$ cat src/rtl/mem_arb_pkg.sv
// Shared constants for the instruction/data cache memory arbiter.
package mem_arb_pkg;

  localparam int ADDR_W_DEF = 6;
  localparam int DATA_W_DEF = 32;

  localparam logic [2:0] ST_IDLE     = 3'd0;
  localparam logic [2:0] ST_D_ACCESS = 3'd1;
  localparam logic [2:0] ST_I_ACCESS = 3'd2;
  localparam logic [2:0] ST_D_DONE   = 3'd3;
  localparam logic [2:0] ST_I_DONE   = 3'd4;

  localparam logic [1:0] OWNER_NONE = 2'b00;
  localparam logic [1:0] OWNER_D    = 2'b01;
  localparam logic [1:0] OWNER_I    = 2'b10;

endpackage

$ cat src/rtl/arb_rr_picker.sv
// Two-way round-robin selector; on a tie the requester that did not go last wins.
module arb_rr_picker
  import mem_arb_pkg::*;
(
  input  logic       d_req,
  input  logic       i_req,
  input  logic [1:0] last_owner,
  output logic [1:0] grant
);

  always_comb begin
    grant = OWNER_NONE;
    if (d_req && i_req)
      grant = (last_owner == OWNER_D) ? OWNER_I : OWNER_D;
    else if (d_req)
      grant = OWNER_D;
    else if (i_req)
      grant = OWNER_I;
  end

endmodule

$ cat src/rtl/mem_arbiter.sv
// Shares one main-memory port between the I-cache and D-cache with a
// registered round-robin grant FSM; each cache sees a private busywait.
//
// state     | meaning
// IDLE      | no owner, arbitrate pending requests
// D_ACCESS  | data-cache command on the memory port
// I_ACCESS  | instruction-cache command on the memory port
// D_DONE    | one-cycle handoff, D_BUSYWAIT released
// I_DONE    | one-cycle handoff, I_BUSYWAIT released
module mem_arbiter
  import mem_arb_pkg::*;
#(
  parameter int ADDR_W = ADDR_W_DEF,
  parameter int DATA_W = DATA_W_DEF
) (
  input  logic              CLK,
  input  logic              RESET,
  input  logic              D_READ,
  input  logic              D_WRITE,
  input  logic [ADDR_W-1:0] D_ADDRESS,
  input  logic [DATA_W-1:0] D_WRITEDATA,
  output logic [DATA_W-1:0] D_READDATA,
  output logic              D_BUSYWAIT,
  input  logic              I_READ,
  input  logic [ADDR_W-1:0] I_ADDRESS,
  output logic [DATA_W-1:0] I_READDATA,
  output logic              I_BUSYWAIT,
  output logic              M_READ,
  output logic              M_WRITE,
  output logic [ADDR_W-1:0] M_ADDRESS,
  output logic [DATA_W-1:0] M_WRITEDATA,
  input  logic [DATA_W-1:0] M_READDATA,
  input  logic              M_BUSYWAIT,
  output logic [1:0]        OWNER
);

  logic [2:0] state;
  logic [1:0] last_owner;
  logic       seen_busy;
  logic       d_req;
  logic       i_req;
  logic [1:0] grant;

  assign d_req = D_READ | D_WRITE;
  assign i_req = I_READ;

  assign D_BUSYWAIT = d_req & (state != ST_D_DONE);
  assign I_BUSYWAIT = i_req & (state != ST_I_DONE);

  arb_rr_picker u_picker (
    .d_req      (d_req),
    .i_req      (i_req),
    .last_owner (last_owner),
    .grant      (grant)
  );

  always_ff @(posedge CLK) begin
    if (RESET) begin
      state       <= ST_IDLE;
      last_owner  <= OWNER_I;
      seen_busy   <= 1'b0;
      M_READ      <= 1'b0;
      M_WRITE     <= 1'b0;
      M_ADDRESS   <= '0;
      M_WRITEDATA <= '0;
      D_READDATA  <= '0;
      I_READDATA  <= '0;
      OWNER       <= OWNER_NONE;
    end else begin
      case (state)
        ST_IDLE: begin
          // Simultaneous read+write from the D-cache is treated as a write.
          if (grant == OWNER_D) begin
            M_READ      <= D_READ & ~D_WRITE;
            M_WRITE     <= D_WRITE;
            M_ADDRESS   <= D_ADDRESS;
            M_WRITEDATA <= D_WRITEDATA;
            OWNER       <= OWNER_D;
            seen_busy   <= 1'b0;
            state       <= ST_D_ACCESS;
          end else if (grant == OWNER_I) begin
            M_READ      <= 1'b1;
            M_WRITE     <= 1'b0;
            M_ADDRESS   <= I_ADDRESS;
            M_WRITEDATA <= '0;
            OWNER       <= OWNER_I;
            seen_busy   <= 1'b0;
            state       <= ST_I_ACCESS;
          end
        end
        ST_D_ACCESS, ST_I_ACCESS: begin
          // Memory must be seen busy before its idle level means completion.
          if (M_BUSYWAIT) begin
            seen_busy <= 1'b1;
          end else if (seen_busy) begin
            M_READ  <= 1'b0;
            M_WRITE <= 1'b0;
            if (state == ST_D_ACCESS) begin
              if (M_READ) D_READDATA <= M_READDATA;
              last_owner <= OWNER_D;
              state      <= ST_D_DONE;
            end else begin
              if (M_READ) I_READDATA <= M_READDATA;
              last_owner <= OWNER_I;
              state      <= ST_I_DONE;
            end
          end
        end
        ST_D_DONE, ST_I_DONE: begin
          OWNER <= OWNER_NONE;
          state <= ST_IDLE;
        end
        default: begin
          OWNER <= OWNER_NONE;
          state <= ST_IDLE;
        end
      endcase
    end
  end

endmodule

$ cat config.mk
export PLATFORM = sky130hd
export DESIGN_NAME = mem_arbiter
export DESIGN_NICKNAME = d
export VERILOG_FILES = /design/src/rtl/mem_arb_pkg.sv /design/src/rtl/arb_rr_picker.sv /design/src/rtl/mem_arbiter.sv
export SDC_FILE = /design/constraint.sdc
export NUM_CORES = 1
export LEC_CHECK = 0
export CORE_UTILIZATION = 42
export CTS_CLUSTER_DIAMETER = 100
export CTS_CLUSTER_SIZE = 30
export DETAILED_ROUTE_END_ITERATION = 7
export GPL_ROUTABILITY_DRIVEN = 0
export PLACE_DENSITY = 0.81
export SLEW_MARGIN = 20
export SYNTH_ARGS = -nofsm -noshare
export SYNTH_HDL_FRONTEND = slang
export SYNTH_SLANG_ARGS = --single-unit
$ cat constraint.sdc
create_clock -name CLK -period 2 [get_ports CLK]
set_clock_uncertainty 0.2 [all_clocks]
set_input_delay 0.4 -clock CLK [delete_from_list [all_inputs] [get_ports CLK]]
set_output_delay 0.4 -clock CLK [all_outputs]
set_load 0.05 [all_outputs]
; Word-level counts from Yosys, hierarchy flattened
; Index checks and enable logic that the tools add are counted.
[word_totals]
regBits = 112
wordCells = 71
[op_classes]
eq_ne = 11
n_mux = 29
bitwise_logic = 8
reduce_logical = 13
[ops]
columns = operator, n
row1 = 32-bit two-way mux, 2
row2 = 3-bit two-way mux, 5
row3 = 2-bit two-way mux, 7
row4 = 6-bit two-way mux, 2
row5 = 5-bit AND reduction, 2
row6 = 3-bit AND reduction, 3
row7 = 1-bit two-way mux, 8
row8 = 2-bit != test (second input constant), 3
row9 = 3-bit != test (second input constant), 2
row10 = 1-bit case mux with 2 select lines, 3
row11 = 3-bit case mux with 2 select lines, 1
row12 = 2-bit by 1-bit equality test with 1-bit output (second input constant), 2
row13 = 1-bit NOT, 4
row14 = 2-bit case mux with 2 select lines, 1
row15 = 2-bit AND reduction, 2
row16 = 4-bit AND reduction, 1
row17 = 2-bit nonzero test, 2
row18 = 1-bit bitwise AND, 3
row19 = 3-bit by 1-bit equality test with 1-bit output (second input constant), 1
row20 = 3-bit by 2-bit equality test with 1-bit output (second input constant), 1
row21 = 3-bit logical NOT, 1
row22 = 3-bit by 2-bit != test with 1-bit output (second input constant), 1
row23 = 2-bit equality test (second input constant), 1
row24 = 2-bit OR reduction, 1
row25 = 2 further kinds, 2

; Depth between registers and ports, before layout
; Gate-level depths: netlist of run 1.
[logic_depth]
word_depth = 7
depth_mapped = 7

; Hierarchy
; A second synthesis of run 1 with hierarchy kept.
[hier_totals]
cells_unflattened = 539
hier_area_um2 = 4513.1
[modules_own_cells]
columns = module, instances, cells_each, area_each_um2
row1 = mem_arbiter, 1, 535, 4483.0
row2 = arb_rr_picker, 1, 4, 30.0

; Least setup slack after synthesis of run 1
; OpenSTA, ideal clock, no wires.
[synth_timing]
kind = reg2out
start = register state[1]
end = output I_BUSYWAIT
arrival_ps = 1870
t_required_ps = 1400
setup_slack_ps = -470
stages_incl_launch_ff = 5
path_buffers = 2
path_cell_list = dfxtp_1 buf_2 buf_2 nor2_1 a21boi_0
[synth_via]
elab_chain_cells = 2
[synth_rtl]
columns = element, line
row1 = start: declaration, mem_arbiter.sv:37  ; logic [2:0] state;
row2 = start signal: assignment, mem_arbiter.sv:59  ; state <= ST_IDLE;
row3 = start signal: assignment, mem_arbiter.sv:80  ; state <= ST_D_ACCESS;
row4 = start signal: assignment, mem_arbiter.sv:88  ; state <= ST_I_ACCESS;
row5 = 3-bit != test, mem_arbiter.sv:48  ; assign I_BUSYWAIT = i_req & (state != ST_I_DONE);
row6 = 1-bit bitwise AND, mem_arbiter.sv:48
row7 = end: declaration, mem_arbiter.sv:27  ; output logic I_BUSYWAIT,
; No other way between the ends.

; Worst setup path after layout of run 1
[layout_timing]
start = register state[2]
end = output D_BUSYWAIT
[layout_via]
elab_chain_cells = 2
[layout_rtl]
columns = element, line
row1 = 3-bit by 2-bit != test with 1-bit output, mem_arbiter.sv:47  ; assign D_BUSYWAIT = d_req & (state != ST_D_DONE);
row2 = 1-bit bitwise AND, mem_arbiter.sv:47
row3 = end: declaration, mem_arbiter.sv:23  ; output logic D_BUSYWAIT,
; No other way between the ends.

==> flow_summary_export.csv, run 1 <==
group,metric,value,unit
synthesis,synthCells,493,
floorplan,core_area,0.00982,sq mm
synthesis,synth.distinct_cells,41,
sta,fin_ws,0.0659,ns
clocking,holdBufCountCts,0,
synthesis,syn-cell-area,0.00426,sq mm
clocking,cts_sinks,112,
layout,final_cells,813,
run_status,status,"finished clean",
routing,ant_nets,0,
power,leakage,2.52,nW
synthesis,syn-num-nets,575,
power,power.density,735,mW/mm^2
place,dp_hpwl,8370,microns
routing,firstDrtPassIters,4,
sta,relSlewSlack,60.4,%
sta,period_needed,1.93,ns
place,dp_slack,-0.386,ns
worst_setup_path,slowest_delay,0.38,ns
global_route,grt_pass1_vias,3920,
worst_setup_path,crit_slowest_cell,"dfxtp_2",
power,finalPower,4.68,mW
clocking,cts_buffers,9,
worst_setup_path,crit_family,"buffers and inverters",
floorplan,rows,36,
synthesis,yosysWarningCount,0,
worst_setup_path,cp.required,1.40,ns
sta,min_period_over_period,96.7,%
clocking,clkLatencyLatePin,0.36,ns
floorplan,dieWidth,103,microns
routing,vias_per_cell,5.00,
global_route,track_usage,22.5,%
sta,hold-worst-slack,0.256,ns
synthesis,synth_ff_type,"dfxtp_1",
routing,vias,4066,
worst_setup_path,crit_type,"flip-flop to primary output",
worst_setup_path,r2r-start,"state[2]$_SDFFE_PP0P_",
layout,area_delta_synth_final,49.6,%
floorplan,start_util,43.4,%
synthesis,synth_top_area_share,52.7,%
place,dp.cells,798,
synthesis,syn_avg_cell_area,8.64,sq um
routing,drc,0,
sta,tightest_slew,0.589,ns
sta,fin_tns_setup,0,ns
job,maxCapViolCount,0,
global_route,grt_max_degree,44,
worst_setup_path,crit_path_start,"state[2]$_SDFFE_PP0P_",
floorplan,io_pins,190,
synthesis,yosys.area.top_type,"dfxtp_1",
synthesis,synth-seq-area-share,52.7,%
routing,wl_per_cell,14.4,microns
sta,setup_viol,0,
place,io_buffers,189,
clocking,clockBufferDepth,2,
min_path,hold_start,"D_READDATA[26]$_SDFFE_PP0P_",
place,place_area,0.00615,sq mm
power,pwr-share-comb,22.5,%
power,p_clk_share,26.8,%
synthesis,ys_ff_latch,112,
worst_setup_path,critPathBufInv,3,
power,seqPwrFrac,50.8,%
worst_setup_path,crit_fanout,13,
clocking,cts_tree,"yes",
layout,fin_nets,758,
sta,slew_violations,0,
layout,mostFrequentLayoutCell,"nand2_1",
power,switchingPower,1.41,mW
power,power.share.switching,30.1,%
routing,drtIter0Drc,125,
floorplan,dieHeight,103,microns
layout,drive_above_1_share,27.5,%
clocking,cts_root_buffer,"clkbuf_8",
power,p_int,3.27,mW
synthesis,synth.top_cells.by_area,"dfxtp_1, nand2_1, a22oi_2, a21oi_1, nor2_1",
global_route,grt_pass1_wl,18500,microns
worst_setup_path,startpoint_type,"flip-flop",
floorplan,dieArea,0.0105,sq mm
worst_setup_path,worstPathArrival,1.33,ns
layout,post-route-util,64.9,%
layout,final_cell_mix,"nand2_1, buf_4, dfxtp_1, clkdlybuf4s50_1, a21oi_1",
power,vdd_ir_drop_max,429,uV
global_route,antenna_found_initial,0,
clocking,cts_post_setup_buffers_inserted,0,
clocking,htree_levels,3,
synthesis,synthArstFlopShare,0,%
layout,diodes,0,
worst_setup_path,path_cells,"buf_8 > inv_1 > a31oi_4 > buf_12",
synthesis,synth_edf_count,0,
global_route,grt.overflow.total,0,
layout,fin_area,0.00637,sq mm
clocking,cts.reportedPaths.clkPinSlew,0.10,ns
worst_setup_path,endpoint_kind,"primary output",
routing,routed_wl,11700,microns
sta,fmax,517,MHz
min_path,hp-class,"flip-flop to flip-flop",
sta,hold_viol_final,0,
[logic make-up (layout without fill, tap and decap cells)]
| family | Yosys count | after routing | synth area share (%) |
|---|---|---|---|
| compound gates | 121 | 121 | 20.8 |
| xor+xnor | 1 | 1 | 0.206 |
| simple gates | 216 | 216 | 21.0 |
| buf+inv | 41 | 228 | 4.79 |
| flops | 112 | 112 | 52.7 |
| mux | 2 | 2 | 0.529 |
[state kept, by name (all words and copies together), names as in the netlist]
name,cells
state,3
M_READ,1
M_WRITE,1
last_owner,2
M_ADDRESS,6
M_WRITEDATA,32
OWNER,2
I_READDATA,32
D_READDATA,32
seen_busy,1
[tightest hold or removal path, cell delays in order, from the launching register on]
cell and delay [ns]:
dfxtp_1 0.32, nand2_1 0.05, a21oi_1 0.05
[routing by layer]
| layer | part of all wire (%) | vias up | wire (microns) | global-route usage [%] |
|---|---|---|---|---|
| li1 | - | 2020 | - | - |
| met5 | 0 | - | 0 | 0 |
| met3 | 6.8 | 17 | 801 | 4.68 |
| met1 | 40 | 1893 | 4670 | 26.6 |
| met2 | 51 | 136 | 6020 | 39.4 |
| met4 | 2.0 | 0 | 229 | 9.34 |
[area by class of cell]
cell class,count,area (sq um)
Clock buffer,11,151
Multi-Input combinational cell,340,1850
Fill cell,860,3450
Sequential cell,112,2250
Clock inverter,4,30.0
Inverter,3,11.3
Tap cell,133,166
Timing Repair Buffer,210,1910
[cells in the mapped netlist, drive strengths merged (2+ instances only)]
master / number
o21ai: 5
nor2: 46
nor2b: 3
dfxtp: 112
nor4: 2
nor3: 4
nor3b: 2
a21oi: 68
nand3: 2
buf: 18
nand2b: 2
clkbuf: 20
nand3b: 2
a22oi: 32
inv: 3
nand4: 2
a311oi: 6
nand2: 146
o211ai: 2
mux2: 2
[worst paths after layout]
| check | slack (ns) | depth (start not counted) | to |
|---|---|---|---|
| setup / recovery | 0.07 | 4 | D_BUSYWAIT |
| hold / removal | 0.26 | 2 | D_READDATA[26]$_SDFFE_PP0P_ |
| setup reg to reg | 0.26 | 4 | M_WRITEDATA[22]$_SDFFE_PP0P_ |
| hold reg to reg | 0.26 | 2 | D_READDATA[26]$_SDFFE_PP0P_ |
[repair_timing]
| action | CTS | global route |
|---|---|---|
| pin swaps | 0 | 1 |
| gates resized for setup | 9 | 6 |
| endpoints found under the setup margin | 2 | 2 |
[power groups by stage]
| stage | Clock [mW] | Sequential [mW] | Combinational, mW |
|---|---|---|---|
| 2_1_floorplan | 0 | 2.69 | 0.363 |
| 3_3_place_gp | 0 | 2.42 | 1.02 |
| 3_5_place_dp | 0 | 2.43 | 1.05 |
| 4_1_cts | 1.29 | 2.38 | 1.05 |
| 5_1_grt | 1.38 | 2.39 | 1.12 |
| 6_report | 1.25 | 2.38 | 1.05 |
(Power assumes the default switching activity.)
==> run 2: changes to the inputs <==
--- a/config.mk
+++ b/config.mk
@@ -5,12 +5,14 @@
 export SDC_FILE = /design/constraint.sdc
 export NUM_CORES = 1
 export LEC_CHECK = 0
-export CORE_UTILIZATION = 42
+export ABC_AREA = 1
+export ABC_CLOCK_PERIOD_IN_PS = 2000
+export CORE_UTILIZATION = 41
 export CTS_CLUSTER_DIAMETER = 100
 export CTS_CLUSTER_SIZE = 30
 export DETAILED_ROUTE_END_ITERATION = 7
 export GPL_ROUTABILITY_DRIVEN = 0
-export PLACE_DENSITY = 0.81
+export PLACE_DENSITY = 0.8
 export SLEW_MARGIN = 20
 export SYNTH_ARGS = -nofsm -noshare
 export SYNTH_HDL_FRONTEND = slang
==> flow_summary_export.csv, run 2 <==
group,metric,value,unit
layout,final_cell_mix,"buf_4, dfxtp_1, a21oi_1, clkdlybuf4s50_1, o21ai_1",
synthesis,synthArstFlopShare,0,%
routing,routed_wl,11400,microns
sta,period_needed,1.96,ns
routing,drc,0,
sta,hold-worst-slack,0.257,ns
power,power.density,958,mW/mm^2
run_status,status,"finished clean",
worst_setup_path,crit_type,"input port to primary output",
synthesis,synth_edf_count,0,
synthesis,syn_avg_cell_area,8.08,sq um
routing,firstDrtPassIters,4,
worst_setup_path,cp.required,1.40,ns
floorplan,io_pins,190,
layout,mostFrequentLayoutCell,"buf_4",
power,leakage,2.84,nW
floorplan,rows,36,
clocking,cts_sinks,112,
power,p_int,3.80,mW
synthesis,synth_top_area_share,54.3,%
floorplan,core_area,0.00977,sq mm
clocking,cts_post_setup_buffers_inserted,0,
floorplan,dieArea,0.0105,sq mm
floorplan,dieHeight,102,microns
synthesis,ys_ff_latch,112,
clocking,cts_tree,"yes",
place,dp.cells,816,
clocking,cts_root_buffer,"clkbuf_8",
power,pwr-share-comb,32.6,%
global_route,grt_use_met1,26.2,%
layout,fin_nets,776,
sta,fmax,511,MHz
layout,top_regs,"D_READDATA x32, I_READDATA x32, M_WRITEDATA x32",
synthesis,synth.top_cells.by_area,"dfxtp_1, a21oi_1, o21ai_1, o21ai_0, nand2_1",
layout,diodes,0,
synthesis,synth-seq-area-share,54.3,%
floorplan,dieWidth,102,microns
global_route,use_met3,3.69,%
place,dp_hpwl,8230,microns
sta,min_period_over_period,97.9,%
layout,final_cells,831,
synthesis,yosysWarningCount,0,
global_route,grt.overflow.total,0,
layout,drive_above_1_share,22.1,%
job,maxCapViolCount,0,
synthesis,synth.distinct_cells,22,
global_route,grt_pass1_vias,3878,
floorplan,start_util,42.2,%
power,p_clk_share,24.2,%
worst_setup_path,startpoint_type,"input port",
clocking,cts.reportedPaths.clkPinSlew,0.10,ns
sta,slew_violations,0,
min_path,hp-class,"flip-flop to flip-flop",
global_route,use_met2,37.7,%
sta,tightest_slew,0.269,ns
worst_setup_path,crit_fanout,4,
power,switchingPower,2.12,mW
clocking,htree_levels,3,
worst_setup_path,endpoint_kind,"primary output",
synthesis,yosys.area.top_type,"dfxtp_1",
power,power.share.switching,35.9,%
clocking,clockBufferDepth,2,
routing,wl_per_cell,13.7,microns
power,vdd_ir_drop_max,572,uV
global_route,track_usage,21.8,%
global_route,grt_pass1_wl,18000,microns
sta,rsz0062_at_grt,"no",
routing,ant_nets,0,
routing,vias_per_cell,4.88,
clocking,clkLatencyLatePin,0.36,ns
synthesis,syn-cell-area,0.00413,sq mm
routing,vias,4058,
layout,area_delta_synth_final,49.8,%
place,io_buffers,189,
sta,setup_viol,0,
synthesis,synthCells,511,
global_route,grt_max_degree,75,
global_route,antenna_found_initial,0,
power,seqPwrFrac,43.2,%
clocking,cts_buffers,9,
global_route,busiest_layer,"met2",
sta,relSlewSlack,82.1,%
synthesis,synthTopCellsByCount,"a21oi_1, dfxtp_1, o21ai_1, nand2_1, inv_1",
sta,hold_viol_final,0,
worst_setup_path,worstPathArrival,1.36,ns
routing,drtIter0Drc,182,
synthesis,syn-num-nets,593,
synthesis,synth_ff_type,"dfxtp_1",
==> run 2: cell types whose count changed in the layout (fill, tap and decap cells not counted), moves of 3 or more <==
cell	delta
nand3_1	+4
nand2_1	-95
inv_1	+41
o21ai_1	+55
nor2_1	-4
dlygate4sd2_1	-3
a22oi_2	-30
nor2b_1	-3
a21oi_1	+43
clkdlybuf4s50_1	+4
o21ai_0	+36
inv_2	+4
a311oi_1	-6
dfxtp_1	+3
==> run 2: layer usage <==
| layer | routed length (microns) | share of wire, % | vias to the layer above |
|---|---|---|---|
| li1 | - | - | 2059 |
| met1 | 4830 | 42 | 1832 |
| met2 | 5710 | 50 | 136 |
| met3 | 539 | 4.7 | 31 |
| met4 | 329 | 2.9 | 0 |
| met5 | 0 | 0 | - |
==> run 2: cell families (layout without fill, tap and decap cells) <==
kind of cell    after synthesis  count (layout)  synth area share [%]
compound gates              210             210                  25.6
buf+inv                      84             271                  9.36
flops                       112             112                  54.3
simple gates                105             105                  10.8
==> run 2: layout make-up <==
cell class	instances	area, sq um
sequential	112	2240
inverter	48	180
multi-input combinational	315	1510
fill	843	3590
clock inverter	5	81.3
tap	133	166
timing repair buffer	208	1880
clock buffer	10	128
==> run 2: timing repair <==
| item | in CTS | in global routing |
|---|---|---|
| hold buffers | 0 | 0 |
| setup endpoints to repair | 2 | 0 |
| resized for setup | 2 | 0 |
==> run 2: metrics by stage <==
step / TNS, ns / utilization, % / power [mW] / worst slack (ns) / cell area (sq um)
CTS: 0 / 63.3 / 5.96 / 0.0339 / 6180
finish: 0 / 63.3 / 5.92 / 0.0421 / 6180
global route: 0 / 63.3 / 6.21 / 0.00488 / 6180
floorplan: 0 / - / 3.84 / 0.149 / 4130
detailed placement: -2.94 / 61.0 / 4.53 / -0.0772 / 5970
global placement: -0.535 / 61.0 / 4.49 / -0.0468 / 5970
==> run 2: path summary, 6_finish.rpt <==
check,to,depth (start not counted),start,slack (ns)
hold / removal,last_owner[0]$_SDFFE_PP0P_,2,last_owner[0]$_SDFFE_PP0P_,0.26
setup / recovery,D_BUSYWAIT,4,D_WRITE,0.04
setup reg to reg,M_READ$_SDFFE_PP0P_,8,state[0]$_SDFFE_PP0P_,0.35
hold reg to reg,last_owner[0]$_SDFFE_PP0P_,2,last_owner[0]$_SDFFE_PP0P_,0.26
==> run 2: power groups by stage <==
stage / Combinational [mW] / Sequential (mW) / Clock [mW]
final: 1.93 / 2.56 / 1.43
after global routing: 2.06 / 2.58 / 1.57
after CTS: 1.94 / 2.56 / 1.47
after detailed placement: 1.93 / 2.60 / 0
after global placement: 1.89 / 2.60 / 0
after floorplan: 0.579 / 3.26 / 0
==> run 2: critical path, stage by stage <==
cell and delay (ns):
clkdlybuf4s50_1 0.49, nor2_2 0.08, a31oi_2 0.21, buf_12 0.17
